--- src/rtl/ctrl_pkg.sv ---
// Shared encodings for the WISC control-flow unit: opcodes, branch conditions, FSM states,
// and the condition-evaluation helper used by the PC controller.
package ctrl_pkg;

  localparam logic [2:0] OP_SEQ = 3'd0;
  localparam logic [2:0] OP_BR  = 3'd1;
  localparam logic [2:0] OP_JAL = 3'd2;
  localparam logic [2:0] OP_JR  = 3'd3;
  localparam logic [2:0] OP_RET = 3'd4;
  localparam logic [2:0] OP_HLT = 3'd5;

  localparam logic [2:0] COND_NE = 3'd0;
  localparam logic [2:0] COND_EQ = 3'd1;
  localparam logic [2:0] COND_GT = 3'd2;
  localparam logic [2:0] COND_LT = 3'd3;
  localparam logic [2:0] COND_GE = 3'd4;
  localparam logic [2:0] COND_LE = 3'd5;
  localparam logic [2:0] COND_OV = 3'd6;
  localparam logic [2:0] COND_AL = 3'd7;

  localparam int RAS_DEPTH_DEF = 4;
  localparam int RAS_PTR_W     = $clog2(RAS_DEPTH_DEF);

  typedef enum logic [1:0] {RUN, DRAIN, HALTED} ctrl_state_e;

  function automatic logic cond_eval(input logic [2:0] cond, input logic n, input logic v,
                                     input logic z);
    logic res;
    case (cond)
      COND_NE: res = ~z;
      COND_EQ: res = z;
      COND_GT: res = ~z & ~n;
      COND_LT: res = n;
      COND_GE: res = z | ~n;
      COND_LE: res = n | z;
      COND_OV: res = v;
      default: res = 1'b1;
    endcase
    return res;
  endfunction

endpackage

--- src/rtl/ras_stack.sv ---
// Circular return-address stack: a push when full overwrites the oldest entry and sets a
// sticky overflow flag; a pop on empty does nothing.
module ras_stack
  import ctrl_pkg::*;
#(
  parameter int DATA_W    = 16,
  parameter int RAS_DEPTH = RAS_DEPTH_DEF
) (
  input  logic              clk,
  input  logic              rst_n,
  input  logic              push,
  input  logic              pop,
  input  logic [DATA_W-1:0] push_data,
  output logic [DATA_W-1:0] top,
  output logic              valid,
  output logic              ovf
);

  localparam int PTR_W = $clog2(RAS_DEPTH);
  localparam int CNT_W = $clog2(RAS_DEPTH + 1);
  localparam logic [CNT_W-1:0] FULL = CNT_W'(RAS_DEPTH);

  logic [DATA_W-1:0] mem_q [RAS_DEPTH];
  logic [PTR_W-1:0]  ptr_q, ptr_d, top_idx;
  logic [CNT_W-1:0]  cnt_q, cnt_d;
  logic              ovf_q, ovf_d;

  always_comb begin
    ptr_d = ptr_q;
    cnt_d = cnt_q;
    ovf_d = ovf_q;
    if (push) begin
      ptr_d = ptr_q + PTR_W'(1);
      if (cnt_q != FULL) cnt_d = cnt_q + CNT_W'(1);
      else               ovf_d = 1'b1;
    end else if (pop && cnt_q != '0) begin
      ptr_d = ptr_q - PTR_W'(1);
      cnt_d = cnt_q - CNT_W'(1);
    end
  end

  always_ff @(posedge clk) begin
    if (!rst_n) begin
      ptr_q <= '0;
      cnt_q <= '0;
      ovf_q <= 1'b0;
    end else begin
      ptr_q <= ptr_d;
      cnt_q <= cnt_d;
      ovf_q <= ovf_d;
    end
  end

  // Entry storage carries no reset; an empty count masks stale contents.
  always_ff @(posedge clk) begin
    if (push) mem_q[ptr_q] <= push_data;
  end

  assign top_idx = ptr_q - PTR_W'(1);
  assign valid   = (cnt_q != '0);
  assign top     = valid ? mem_q[top_idx] : '0;
  assign ovf     = ovf_q;

endmodule

--- src/rtl/pc_ctrl_unit.sv ---
// WISC control-flow unit: owns the PC, resolves branches/JAL/JR/RET/HLT in one cycle,
// tracks return addresses, and drains to a halted state after HLT.
module pc_ctrl_unit
  import ctrl_pkg::*;
#(
  parameter int                DATA_W     = 16,
  parameter int                OFF_W      = 9,
  parameter int                RAS_DEPTH  = 4,
  parameter int                HALT_DRAIN = 3,
  parameter logic [DATA_W-1:0] RESET_PC   = '0
) (
  input  logic              clk,
  input  logic              rst_n,
  input  logic              stall,
  input  logic              instr_valid,
  input  logic [2:0]        op,
  input  logic [2:0]        cond,
  input  logic [OFF_W-1:0]  offset,
  input  logic [DATA_W-1:0] rs_val,
  input  logic              flag_n,
  input  logic              flag_v,
  input  logic              flag_z,
  output logic [DATA_W-1:0] pc,
  output logic              taken,
  output logic              flush,
  output logic              link_we,
  output logic [DATA_W-1:0] link_data,
  output logic [DATA_W-1:0] ras_pred,
  output logic              ras_valid,
  output logic              ras_mispred,
  output logic              ras_ovf,
  output logic              halted
);

  localparam int CNT_W = (HALT_DRAIN > 1) ? $clog2(HALT_DRAIN) : 1;

  ctrl_state_e              state_q, state_d;
  logic [CNT_W-1:0]         cnt_q, cnt_d;
  logic [DATA_W-1:0]        pc_q, pc_d;
  logic                     flush_q, flush_d;
  logic                     accept, ras_push, ras_pop;
  logic [2:0]               op_eff;
  logic signed [DATA_W-1:0] off_sext;
  logic [DATA_W-1:0]        pc_inc, target;

  assign off_sext = {{(DATA_W - OFF_W){offset[OFF_W-1]}}, offset};
  assign pc_inc   = pc_q + DATA_W'(1);
  assign target   = pc_inc + $unsigned(off_sext);
  assign op_eff   = (op > OP_HLT) ? OP_SEQ : op;
  assign accept   = instr_valid & ~stall & (state_q == RUN);

  always_comb begin
    pc_d     = pc_q;
    state_d  = state_q;
    cnt_d    = cnt_q;
    taken    = 1'b0;
    ras_push = 1'b0;
    ras_pop  = 1'b0;
    if (accept) begin
      case (op_eff)
        OP_BR: begin
          taken = cond_eval(cond, flag_n, flag_v, flag_z);
          pc_d  = taken ? target : pc_inc;
        end
        OP_JAL: begin
          taken    = 1'b1;
          pc_d     = target;
          ras_push = 1'b1;
        end
        OP_JR: begin
          taken = 1'b1;
          pc_d  = rs_val;
        end
        OP_RET: begin
          taken   = 1'b1;
          pc_d    = rs_val;
          ras_pop = 1'b1;
        end
        OP_HLT: begin
          state_d = DRAIN;
          cnt_d   = CNT_W'(HALT_DRAIN - 1);
        end
        default: pc_d = pc_inc;
      endcase
    end else if (state_q == DRAIN && !stall) begin
      if (cnt_q == '0) state_d = HALTED;
      else             cnt_d   = cnt_q - CNT_W'(1);
    end
    flush_d = stall ? flush_q : taken;
  end

  always_ff @(posedge clk) begin
    if (!rst_n) begin
      pc_q    <= RESET_PC;
      state_q <= RUN;
      cnt_q   <= '0;
      flush_q <= 1'b0;
    end else begin
      pc_q    <= pc_d;
      state_q <= state_d;
      cnt_q   <= cnt_d;
      flush_q <= flush_d;
    end
  end

  ras_stack #(
    .DATA_W   (DATA_W),
    .RAS_DEPTH(RAS_DEPTH)
  ) u_ras (
    .clk      (clk),
    .rst_n    (rst_n),
    .push     (ras_push),
    .pop      (ras_pop),
    .push_data(pc_inc),
    .top      (ras_pred),
    .valid    (ras_valid),
    .ovf      (ras_ovf)
  );

  assign pc          = pc_q;
  assign flush       = flush_q;
  assign link_we     = ras_push;
  assign link_data   = link_we ? pc_inc : '0;
  assign ras_mispred = ras_pop & ras_valid & (ras_pred != rs_val);
  assign halted      = (state_q == HALTED);

endmodule

--- config.mk ---
export PLATFORM = sky130hd
export DESIGN_NAME = pc_ctrl_unit
export DESIGN_NICKNAME = d
export VERILOG_FILES = /design/src/rtl/ctrl_pkg.sv /design/src/rtl/ras_stack.sv /design/src/rtl/pc_ctrl_unit.sv
export SDC_FILE = /design/constraint.sdc
export NUM_CORES = 1
export LEC_CHECK = 0
export CAP_MARGIN = 20
export CELL_PAD_IN_SITES_DETAIL_PLACEMENT = 0
export CELL_PAD_IN_SITES_GLOBAL_PLACEMENT = 2
export CORE_ASPECT_RATIO = 0.7
export CORE_UTILIZATION = 34
export CTS_CLUSTER_DIAMETER = 60
export DETAILED_ROUTE_END_ITERATION = 12
export PLACE_DENSITY = 0.87
export SYNTH_ARGS = -nofsm -noshare
export SYNTH_HDL_FRONTEND = slang
export SYNTH_SLANG_ARGS = --single-unit
--- constraint.sdc ---
create_clock -name clk -period 3.7 [get_ports clk]
set_input_delay 0.37 -clock clk [delete_from_list [all_inputs] [get_ports clk]]
set_output_delay 0.37 -clock clk [all_outputs]
set_load 0.02 [all_outputs]
==> results.cfg <==
[outcome]
outcome = finished, final reports clean

[timing]
min_period_ps = 3492
maxSlewViolCount = 0
holdWs_ps = 489.1
hold_violations = 0
clock_skew_ps = 14.58
fmaxAchievable_mhz = 286.4
worst_pin_slew_ps = 961.4
min_period_over_period_pct = 94.38
rsz0062_at_grt = true
setup_viol = 0
maxSlewHeadroom_pct = 35.91

[cells_and_area]
diodes = 0
fin_util_pct = 45.47
final-seq-area_um2 = 2462
drive_gt1_share_pct = 10.81
multi_input_area_um2 = 2910
stdcell_count = 877
fillers = 1440
stdcell_area_um2 = 7156
layout.nets = 717
area_delta_synth_final_pct = 28.95

[place]
placed_area_um2 = 6849
routabilityCongestion = 0.9034
port_buffers = 92
post-dp-hpwl_um = 13050
place_inst = 861

[critical_path]
regToRegEndpoint = pc[15]
startpoint = u_ras.ptr_q[0]
cp-end-kind = primary output
reg2reg_depth = 11
rrSetupSlack_ps = 380
endpoint = ras_mispred
worstPathMaxFanout = 14
crit_arrival_ps = 3120
critPathKind = flip-flop to primary output
start_kind = flip-flop
worstPathRequired_ps = 3330
worstReg2RegStart = pc[2]

[global_route]
first_global_vias = 4556
met3_usage_pct = 4.293
grt-busiest-layer = met2
grt.overflow.total = 0
grt_util_all_layers_pct = 21.04
antenna_found_initial = 0
grt_max_degree = 33
grt_use_met2_pct = 31.77
grt_pass1_wl_um = 26290
grtUsageMet1_pct = 30.79

[clock_network]
cts_resized = 0
post_cts_buffers = 0
clockRootBuffer = clkbuf_16
cts_hold_buf = 0
clock_latency_ps = 350
cts_sinks = 91
clk_path_buf_depth = 2
cts_tree = done
clkTransAtPathRegs_ps = 70
h-tree-depth = 3
numCtsBuffers = 9

[synthesis]
ys.flop_type = edfxtp_1
yosys_warnings = 0
yosys.area.top_type = edfxtp_1
synth_area_um2 = 5549
synth_xor_area_share_pct = 5.998
synth-adder-area-share_pct = 6.359
yosysMostFrequentCell = edfxtp_1
synthSimpleGateAreaFrac_pct = 15.29
synthCells = 548
synth_top_family_by_area = compound AO/OA/AOI/OAI gates
synth_top_area_share_pct = 34.63
postSynth.asyncResetShare_pct = 0
synth_edf_count = 64
yosys_register_bits = 91
synth_common_cells = edfxtp_1 (64), o21ai_0 (41), nand2_1 (39)
synth_compound_area_share_pct = 17.36
synthesis.nets = 613
synth_seq_area_share_pct = 44.37
postSynthAreaPerCell_um2 = 10.13
synthMuxAreaShare_pct = 6.877
synth_cell_types = 60
yosys-top-cells-area = edfxtp_1 (35%), dfxtp_1 (9.7%), ha_1 (5.6%)

[drt]
dr.pass1.iters = 4
postRouteAntennaNets = 0
drt-total-wl_um = 17040
wl_per_cell_um = 19.43
drt_first_iter_violations = 342
drc = 0
drt-vias-per-instance = 5.420
vias = 4753

[floorplan]
coreArea_um2 = 15740
fp.dieW_um = 154.7
dieArea_um2 = 16840
ios = 93
rows = 38
dieHeight_um = 108.9
start_util_pct = 35.26

[power]
power_leakage_nw = 2.570
power_mw = 2.486
p_per_area_nw_per_um2 = 347.4
irDropWorstVdd_v = 0.0002189

[flow_run]
maxCapViolCount = 0

[worst_hold_path]
min_path_type = flip-flop to flip-flop
cells by family (layout without fill, tap and decap cells):
group	count (synthesis)	after routing
compound gates	148	148
xor+xnor	38	38
fa+ha+maj	27	27
buf+inv	54	163
flops	91	91
mux	25	25
simple gates	165	165
layer usage:
metal / routed length, um / share of wire [%]
met5: 0 / 0
met4: 114 / 0.67
met3: 1225 / 7.2
met2: 7370 / 43
met1: 8325 / 49
layout by cell type, fill, tap and decap left out, types with 9 or more instances in the layout:
cell type / count
a21o_1: 9
a21oi_1: 30
a221oi_1: 13
and2_1: 27
buf_4: 27
clkbuf_16: 9
clkdlybuf4s50_1: 92
dfxtp_1: 27
edfxtp_1: 64
ha_1: 22
inv_1: 26
mux2i_1: 10
mux4_2: 10
nand2_1: 39
nand3_1: 15
nor2_1: 35
nor2b_1: 11
o21ai_0: 41
xnor2_1: 27
xor2_1: 11
state kept, by name (all words and copies together), names as in the netlist:
name         cells
cnt_q            2
flush            1
pc              16
state_q          2
u_ras.cnt_q      3
u_ras.mem_q     64
u_ras.ovf        1
u_ras.ptr_q      2
power breakdown:
group,total [mW],internal [mW],switching (mW)
registers,1.14,1.11,0.0241
clock network,0.855,0.461,0.395
logic,0.495,0.211,0.284
per-stage QoR:
stage                     worst slack, ps  setup TNS [ps]
after floorplan                     352.4               0
after global placement              202.8               0
after detailed placement            218.7               0
after CTS                           16.12               0
after global routing               -7.110          -7.110
final                               208.0               0
final cells by class:
cell class / instances / area share (%)
multi-input combinational: 403 / 40.67
sequential: 91 / 34.41
timing repair buffer: 120 / 15.86
tap: 220 / 3.847
clock buffer: 11 / 3.252
inverter: 27 / 1.416
clock inverter: 5 / 0.5421
how the worst min path moves through the flow:
| stage | startpoint | end | slack (ps) | cells after the start |
|---|---|---|---|---|
| 2_1_floorplan | cnt_q[1] | cnt_q[1] | 450 | 2 |
| 3_3_place_gp | cnt_q[1] | cnt_q[1] | 470 | 2 |
| 3_5_place_dp | cnt_q[1] | cnt_q[1] | 470 | 2 |
| 4_1_cts | cnt_q[1] | cnt_q[1] | 490 | 2 |
| 5_1_grt | cnt_q[1] | cnt_q[1] | 510 | 2 |
| 6_report | cnt_q[1] | cnt_q[1] | 490 | 2 |
critical path, cell delays in order, from the launching register on:
cell and delay [ps]:
dfxtp_1 330, inv_1 140, ha_4 360, buf_6 200, mux2i_1 120, a22oi_1 190
nor2_1 70, a2111oi_1 420, nand4_1 140, a21oi_1 140, a31oi_1 110, clkdlybuf4s50_1 550
(Power assumes the default switching activity.)
